`config.mk`:
```
export PLATFORM = sky130hd
export DESIGN_NAME = stall_controller
export DESIGN_NICKNAME = d
export VERILOG_FILES = /design/src/rtl/stall_controller.sv
export SDC_FILE = /design/constraint.sdc
export NUM_CORES = 1
export LEC_CHECK = 0
export ABC_AREA = 1
export CAP_MARGIN = 20
export CORE_MARGIN = 2
export CORE_UTILIZATION = 41
export DETAILED_ROUTE_END_ITERATION = 8
export PLACE_DENSITY = 0.9
export SKIP_CTS_REPAIR_TIMING = 1
export SLEW_MARGIN = 20
export SYNTH_ARGS = -nofsm -noshare
export SYNTH_HDL_FRONTEND = slang
export SYNTH_SLANG_ARGS = --single-unit
```
`constraint.sdc`:
```
create_clock -name clk -period 1.77 [get_ports clk]
set_clock_uncertainty 0.2 [all_clocks]
set_input_delay 0.354 -clock clk [delete_from_list [all_inputs] [get_ports clk]]
set_output_delay 0.354 -clock clk [all_outputs]
set_load 0.01 [all_outputs]
```
`src/rtl/stall_controller.sv`:
```
// Stall generator for the multicycle phase sequencer: fetch/data handshakes, execute hold, bus-timeout watchdog.
// Optional stall-cycle performance counter is built when STALL_PERF_CNT_EN is defined.
module stall_controller #(
    parameter int TIMEOUT_W = 8,
    parameter int TIMEOUT   = 255
) (
    input  logic        clk,
    input  logic        rst,
    input  logic        phase_fetch,
    input  logic        phase_decode,
    input  logic        phase_execute,
    input  logic        phase_memoryaccess,
    input  logic        phase_writeback,
    output logic        imem_req,
    input  logic        imem_ack,
    input  logic        dmem_access,
    output logic        dmem_req,
    input  logic        dmem_ack,
    input  logic        exec_busy,
    output logic        stall_fetch,
    output logic        stall_decode,
    output logic        stall_execute,
    output logic        stall_memoryaccess,
    output logic        stall_writeback,
    output logic        bus_timeout,
    output logic [31:0] stall_cycles
);

    typedef enum logic [1:0] {
        ST_IDLE    = 2'd0,
        ST_IF_WAIT = 2'd1,
        ST_MA_WAIT = 2'd2,
        ST_DONE    = 2'd3
    } state_t;

    // Last counter value seen in a WAIT cycle before the watchdog fires.
    localparam logic [TIMEOUT_W-1:0] TIMEOUT_LAST = TIMEOUT_W'(TIMEOUT - 1);
    localparam logic [TIMEOUT_W-1:0] CNT_ONE      = TIMEOUT_W'(1);
    localparam logic [TIMEOUT_W-1:0] CNT_ZERO     = TIMEOUT_W'(0);

    state_t                 state_r;
    state_t                 state_s;
    logic [TIMEOUT_W-1:0]   wait_cnt_r;
    logic [TIMEOUT_W-1:0]   wait_cnt_s;
    logic                   imem_req_r;
    logic                   dmem_req_r;
    logic                   bus_timeout_r;
    logic                   timeout_set_s;
    logic                   phase_any_s;
    logic                   imem_done_s;
    logic                   dmem_done_s;

    assign phase_any_s = phase_fetch | phase_decode | phase_execute
                       | phase_memoryaccess | phase_writeback;
    assign imem_done_s = imem_req_r & imem_ack;
    assign dmem_done_s = dmem_req_r & dmem_ack;

    // Next-state and watchdog counter logic.
    always_comb begin
        state_s       = state_r;
        wait_cnt_s    = wait_cnt_r;
        timeout_set_s = 1'b0;
        case (state_r)
            ST_IDLE: begin
                wait_cnt_s = CNT_ZERO;
                if (!phase_any_s) begin
                    state_s = ST_IDLE;
                end else if (phase_fetch) begin
                    state_s = ST_IF_WAIT;
                end else if (phase_memoryaccess && dmem_access) begin
                    state_s = ST_MA_WAIT;
                end else begin
                    state_s = ST_IDLE;
                end
            end
            ST_IF_WAIT: begin
                if (imem_done_s) begin
                    state_s = ST_DONE;
                end else if (wait_cnt_r == TIMEOUT_LAST) begin
                    state_s       = ST_DONE;
                    timeout_set_s = 1'b1;
                end else begin
                    wait_cnt_s = wait_cnt_r + CNT_ONE;
                end
            end
            ST_MA_WAIT: begin
                if (dmem_done_s) begin
                    state_s = ST_DONE;
                end else if (wait_cnt_r == TIMEOUT_LAST) begin
                    state_s       = ST_DONE;
                    timeout_set_s = 1'b1;
                end else begin
                    wait_cnt_s = wait_cnt_r + CNT_ONE;
                end
            end
            ST_DONE: begin
                // Hold until the sequencer has left the phase that owned the handshake.
                if (phase_fetch || phase_memoryaccess) begin
                    state_s = ST_DONE;
                end else begin
                    state_s = ST_IDLE;
                end
            end
            default: begin
                state_s = ST_IDLE;
            end
        endcase
    end

    // State, request and sticky error registers.
    always_ff @(posedge clk or posedge rst) begin
        if (rst) begin
            state_r       <= ST_IDLE;
            wait_cnt_r    <= CNT_ZERO;
            imem_req_r    <= 1'b0;
            dmem_req_r    <= 1'b0;
            bus_timeout_r <= 1'b0;
        end else begin
            state_r       <= state_s;
            wait_cnt_r    <= wait_cnt_s;
            imem_req_r    <= (state_s == ST_IF_WAIT);
            dmem_req_r    <= (state_s == ST_MA_WAIT);
            bus_timeout_r <= bus_timeout_r | timeout_set_s;
        end
    end

    assign imem_req           = imem_req_r;
    assign dmem_req           = dmem_req_r;
    assign bus_timeout        = bus_timeout_r;
    assign stall_fetch        = phase_fetch & (state_r != ST_DONE);
    assign stall_memoryaccess = phase_memoryaccess & dmem_access & (state_r != ST_DONE);
    assign stall_execute      = phase_execute & exec_busy;
    assign stall_decode       = 1'b0;
    assign stall_writeback    = 1'b0;

`ifdef STALL_PERF_CNT_EN
    logic [31:0] stall_cycles_r;
    logic        any_stall_s;

    assign any_stall_s = stall_fetch | stall_decode | stall_execute
                       | stall_memoryaccess | stall_writeback;

    // Free-running stall-cycle counter; wraps naturally at 32 bits.
    always_ff @(posedge clk or posedge rst) begin
        if (rst) begin
            stall_cycles_r <= 32'd0;
        end else if (any_stall_s) begin
            stall_cycles_r <= stall_cycles_r + 32'd1;
        end else begin
            stall_cycles_r <= stall_cycles_r;
        end
    end

    assign stall_cycles = stall_cycles_r;
`else
    assign stall_cycles = 32'd0;
`endif

endmodule

```
**After elaboration in Yosys (flattened, before gate mapping)**

Index checks and enable logic that the tools add are counted.
Widths: inputs -> output; s select.

- Register bits: 13
- Bits of input ports: 11
- Word-level logic and storage cells: 47

- $add $sub $neg: 1
- Eq/ne operators: 9
- Mux-type cells: 16
- Bitwise gates (word level): 11
- Reduce and logical (&&, ||, !) cells: 5

Operator list:

| cell | number |
|---|---|
| $mux 8 | 3 |
| $pmux 8 s3 | 1 |
| $mux 2 | 7 |
| $add 8x1->8 const B | 1 |
| $eq 8x8->1 const B | 1 |
| $pmux 2 s4 | 1 |
| $and 1x1->1 | 6 |
| $eq 2x2->1 const B | 3 |
| $ne 2x2->1 const B | 3 |
| $or 1x1->1 | 5 |
| $eq 2x1->1 const B | 2 |
| $mux 1 | 3 |
| $reduce_and 3->1 | 1 |
| $reduce_bool 3->1 | 1 |
| $logic_not 2->1 | 1 |
| $pmux 1 s2 | 1 |
| $logic_and 1x1->1 | 1 |
| $logic_or 1x1->1 | 1 |

**Logic depth before layout (Yosys ltp)**

- Depth in word-level cells: 7
- Depth in mapped cells: 11

**Worst setup path after synthesis**

OpenSTA, ideal clock, no wires.

- Path kind: reg2reg
- From: register state_r[0]
- To: register wait_cnt_r[5]
- Setup time: 0.127 ns
- Arrival: 1.244 ns
- Setup slack: 0.200 ns
- Cell stages (with the launch flop): 9
- Cells stage by stage: dfrtp_1 > inv_1 > ha_1 > buf_4 > nand3_2 > nand2_2 > buf_6 > nand2_1 > o21ai_0

- Cells in the longest elaborated chain, start to end: 3
- Elaborated cells on any way between the ends: 8
- Those cells by class: 4 x eq/ne; 1 x mux; 3 x reduce/logical

Ends and longest elaborated chain:

| element | RTL line | source |
|---|---|---|
| start: declaration | 41 | `state_t state_r;` |
| start signal: assignment | 119 | `state_r <= state_s;` |
| $eq 2x2->1, or another cell as far along | 63 | `case (state_r)` |
| $ne 2x2->1 (no source line) / $reduce_bool 3->1 (equally long branches) | - |  |
| $reduce_and 3->1 (no source line) | - |  |
| end signal: assignment | 120 | `wait_cnt_r <= wait_cnt_s;` |
| end: declaration | 43 | `logic [TIMEOUT_W-1:0] wait_cnt_r;` |

Parallel ways exist; a longest one is shown, timed or not.
A chain may end at the register's enable or synchronous reset.

**Worst setup path after layout**

- From: register state_r[0]
- To: output port stall_memoryaccess

- Cells in the longest elaborated chain, start to end: 2

Ends and longest elaborated chain:

| element | RTL line | source |
|---|---|---|
| $ne 2x2->1 | 131 | `assign stall_memoryaccess = phase_memoryaccess & dmem_access & (state_r != ST_DONE);` |
| $and 1x1->1 | 131 |  |
| end: declaration | 23 | `output logic stall_memoryaccess,` |

No other way between the ends.

==> results.json <==
{
  "synth_cell_types": 24,
  "fp.coreArea_um2": 2690,
  "grt_pass1_vias": 814,
  "p_comb_frac": 0.599,
  "cts_root_buf": "clkbuf_4",
  "synthAdderAreaFrac": 0.0665,
  "min_path_type": "primary input to asynchronous set/reset pin",
  "power.density_nw_per_um2": 1150,
  "die_y_um": 56.5,
  "nNetsFinal": 196,
  "yosys.area_share.xor_xnor": 0.00776,
  "ys_ff_latch": 13,
  "numCtsBuffers": 3,
  "power.leakage_nw": 0.739,
  "p_total_mw": 1.51,
  "postPlaceCellArea_um2": 1230,
  "r2r_slack_ps": 80,
  "wl_um": 1940,
  "clock_path_buffers": 2,
  "cp_max_fo": 3,
  "critPathSlowestCell": "dfrtp_1",
  "seqPwrFrac": 0.278,
  "grt_pass1_wl_um": 3150,
  "outcome": "finished clean",
  "rows": 19,
  "crit_path_start_kind": "register",
  "min_period_ps": 1710,
  "top_level_ports": 51,
  "nFillCells": 258,
  "synth_top_family_by_area": "buffers and inverters",
  "syn_avg_cell_area_um2": 7.33,
  "arrival_ps": 1150,
  "area_growth_pct": 16.5,
  "cts.sinks": 13,
  "final_core_util": 0.490,
  "switching_share": 0.438,
  "final-hold-violation-count": 0,
  "start_util": 0.420,
  "synth_area_um2": 1130,
  "worst_skew_pair.late_latency_ps": 280,
  "crit_type": "register to output pin",
  "p_int_mw": 0.851,
  "die_w_um": 56.5,
  "required_ps": 1220,
  "gp_congestion": 0.796,
  "maxCapViolCount": 0,
  "die_area_um2": 3190,
  "grt_max_degree": 14,
  "drt_first_pass_iters": 4,
  "setup_viol": 0,
  "port_buffers": 14,
  "cp_slowest_stage_delay_ps": 410,
  "ys_warn_count": 0,
  "clockPowerShare": 0.123,
  "grt_overflow_total": 0,
  "worstPathCellList": "ha_2, nor2_1, dlymetal6s2s_1",
  "synth-seq-area-share": 0.288,
  "drtAntennaViolNets": 0,
  "clk_pin_slew_ps": 80,
  "pre_cts_ws_ps": -291,
  "synth_compound_area_frac": 0.0865,
  "multi_input_area_um2": 628,
  "fin_area_um2": 1320,
  "drive_gt1_frac": 0.180,
  "antenna_found_initial": 0,
  "regArea_um2": 325,
  "max_freq_ghz": 0.586,
  "p_switching_mw": 0.663,
  "period_share": 0.964,
  "peakVddDrop_uv": 732,
  "viasPerCell": 4.36,
  "dr_total_vias": 912,
  "drc": 0,
  "cts_tree": "built",
  "dpl.hpwl_um": 1490,
  "track_usage": 0.122,
  "critPathCaptureType": "output pin",
  "wl_per_cell_um": 9.30,
  "cts-htree-levels": 1,
  "holdWs_ps": 182,
  "synth-simple-area-share": 0.245,
  "slew_viol_final": 0,
  "synthMuxAreaShare": 0,
  "diodes": 0,
  "drt_iter0_drc": 17,
  "synthCells": 154,
  "fin_ws_ps": 63.4
}
[flip-flops by register name (all words and copies together), names as in the netlist]
signal	flops
state_r	2
dmem_req	1
bus_timeout	1
imem_req	1
wait_cnt_r	8
[worst max-delay path: cells and delay by family, from the launching register on]
family	cells	cell delay [ps]
fa+ha+maj	1	210
buf+inv	1	160
flops	1	410
simple gates	1	100
[path summary, 6_finish.rpt]
check | startpoint | to | depth (start not counted)
min | rst | wait_cnt_r[4]$_DFFE_PP0P_ | 2
min in group clk | bus_timeout$_DFF_PP0_ | bus_timeout$_DFF_PP0_ | 1
max | state_r[0]$_DFF_PP0_ | stall_memoryaccess | 3
max in group asynchronous | rst | wait_cnt_r[6]$_DFFE_PP0P_ | 2
max reg2reg | wait_cnt_r[0]$_DFFE_PP0P_ | dmem_req$_DFF_PP0_ | 9
min reg2reg | bus_timeout$_DFF_PP0_ | bus_timeout$_DFF_PP0_ | 1
[power by group through the flow]
stage / Combinational [mW] / Sequential (mW) / Clock (mW)
finish: 0.907 / 0.421 / 0.185
global route: 1.02 / 0.429 / 0.210
CTS: 0.811 / 0.417 / 0.192
detailed placement: 0.805 / 0.423 / 0
global placement: 0.783 / 0.420 / 0
floorplan: 0.582 / 0.421 / 0
[per-layer routing]
layer,track usage,vias to the layer above,wire [um]
met5,0,-,0
met4,0.0272,0,0
met3,0.0346,0,116
met2,0.219,30,993
met1,0.143,420,833
li1,-,462,-
[cell usage after synthesis (all sizes together)]
cell	count	area, um2
nor2	13	56.3
a21oi	4	23.8
xnor2	1	8.76
or2	2	12.5
dfrtp	13	325
ha	6	75.1
o21ai	9	48.8
inv	18	67.6
a31o	1	8.76
o21bai	1	7.51
nand3	9	50.1
nand2	36	140
a21o	1	8.76
nand4	2	12.5
conb	1	3.75
nor3	1	5.00
buf	36	274
[through the flow]
step	setup TNS, ps	cells
floorplan	0	187
global placement	-905	204
detailed placement	-1130	204
CTS	-960	208
global route	-61.6	209
finish	0	209
[kinds of logic after synthesis]
logic type               after synthesis
adder cells (fa/ha/maj)                6
flip-flops                            13
AO/OA/AOI/OAI                         16
XOR/XNOR                               1
AND/OR/NAND/NOR                       63
buffers and inverters                 54
other                                  1
[cell usage in the layout, fill, tap and decap left out]
| cell type | instances |
|---|---|
| dlymetal6s2s_1 | 5 |
| ha_1 | 2 |
| dfrtp_1 | 13 |
| clkbuf_4 | 3 |
| nor2_4 | 1 |
| o21bai_1 | 1 |
| a21oi_2 | 1 |
| a21oi_4 | 1 |
| a21oi_1 | 2 |
| buf_4 | 8 |
| clkdlybuf4s50_1 | 8 |
| o21ai_1 | 3 |
| nand2_1 | 34 |
| nor2_1 | 11 |
| inv_1 | 17 |
| conb_1 | 34 |
| buf_12 | 1 |
| nor2_2 | 1 |
| nand3_1 | 8 |
| xnor2_1 | 1 |
| nand4_1 | 2 |
| inv_2 | 1 |
| nor3_1 | 1 |
| nand2_2 | 1 |
| nand2_4 | 1 |
| ha_4 | 1 |
| ha_2 | 3 |
| nand3_2 | 1 |
| or2_2 | 2 |
| a21o_2 | 1 |
| clkinv_2 | 1 |
| o21ai_2 | 2 |
| o21ai_0 | 4 |
| clkbuf_2 | 1 |
| a31o_2 | 1 |
[area by class of cell]
class	instances	share of cell area
inverter	18	0.0514
clock inverter	1	0.00381
clock buffer	3	0.0171
timing repair buffer	23	0.173
multi-input combinational	120	0.478
sequential	13	0.247
tap	31	0.0295
Note: power is estimated with default switching activity, not from simulation.
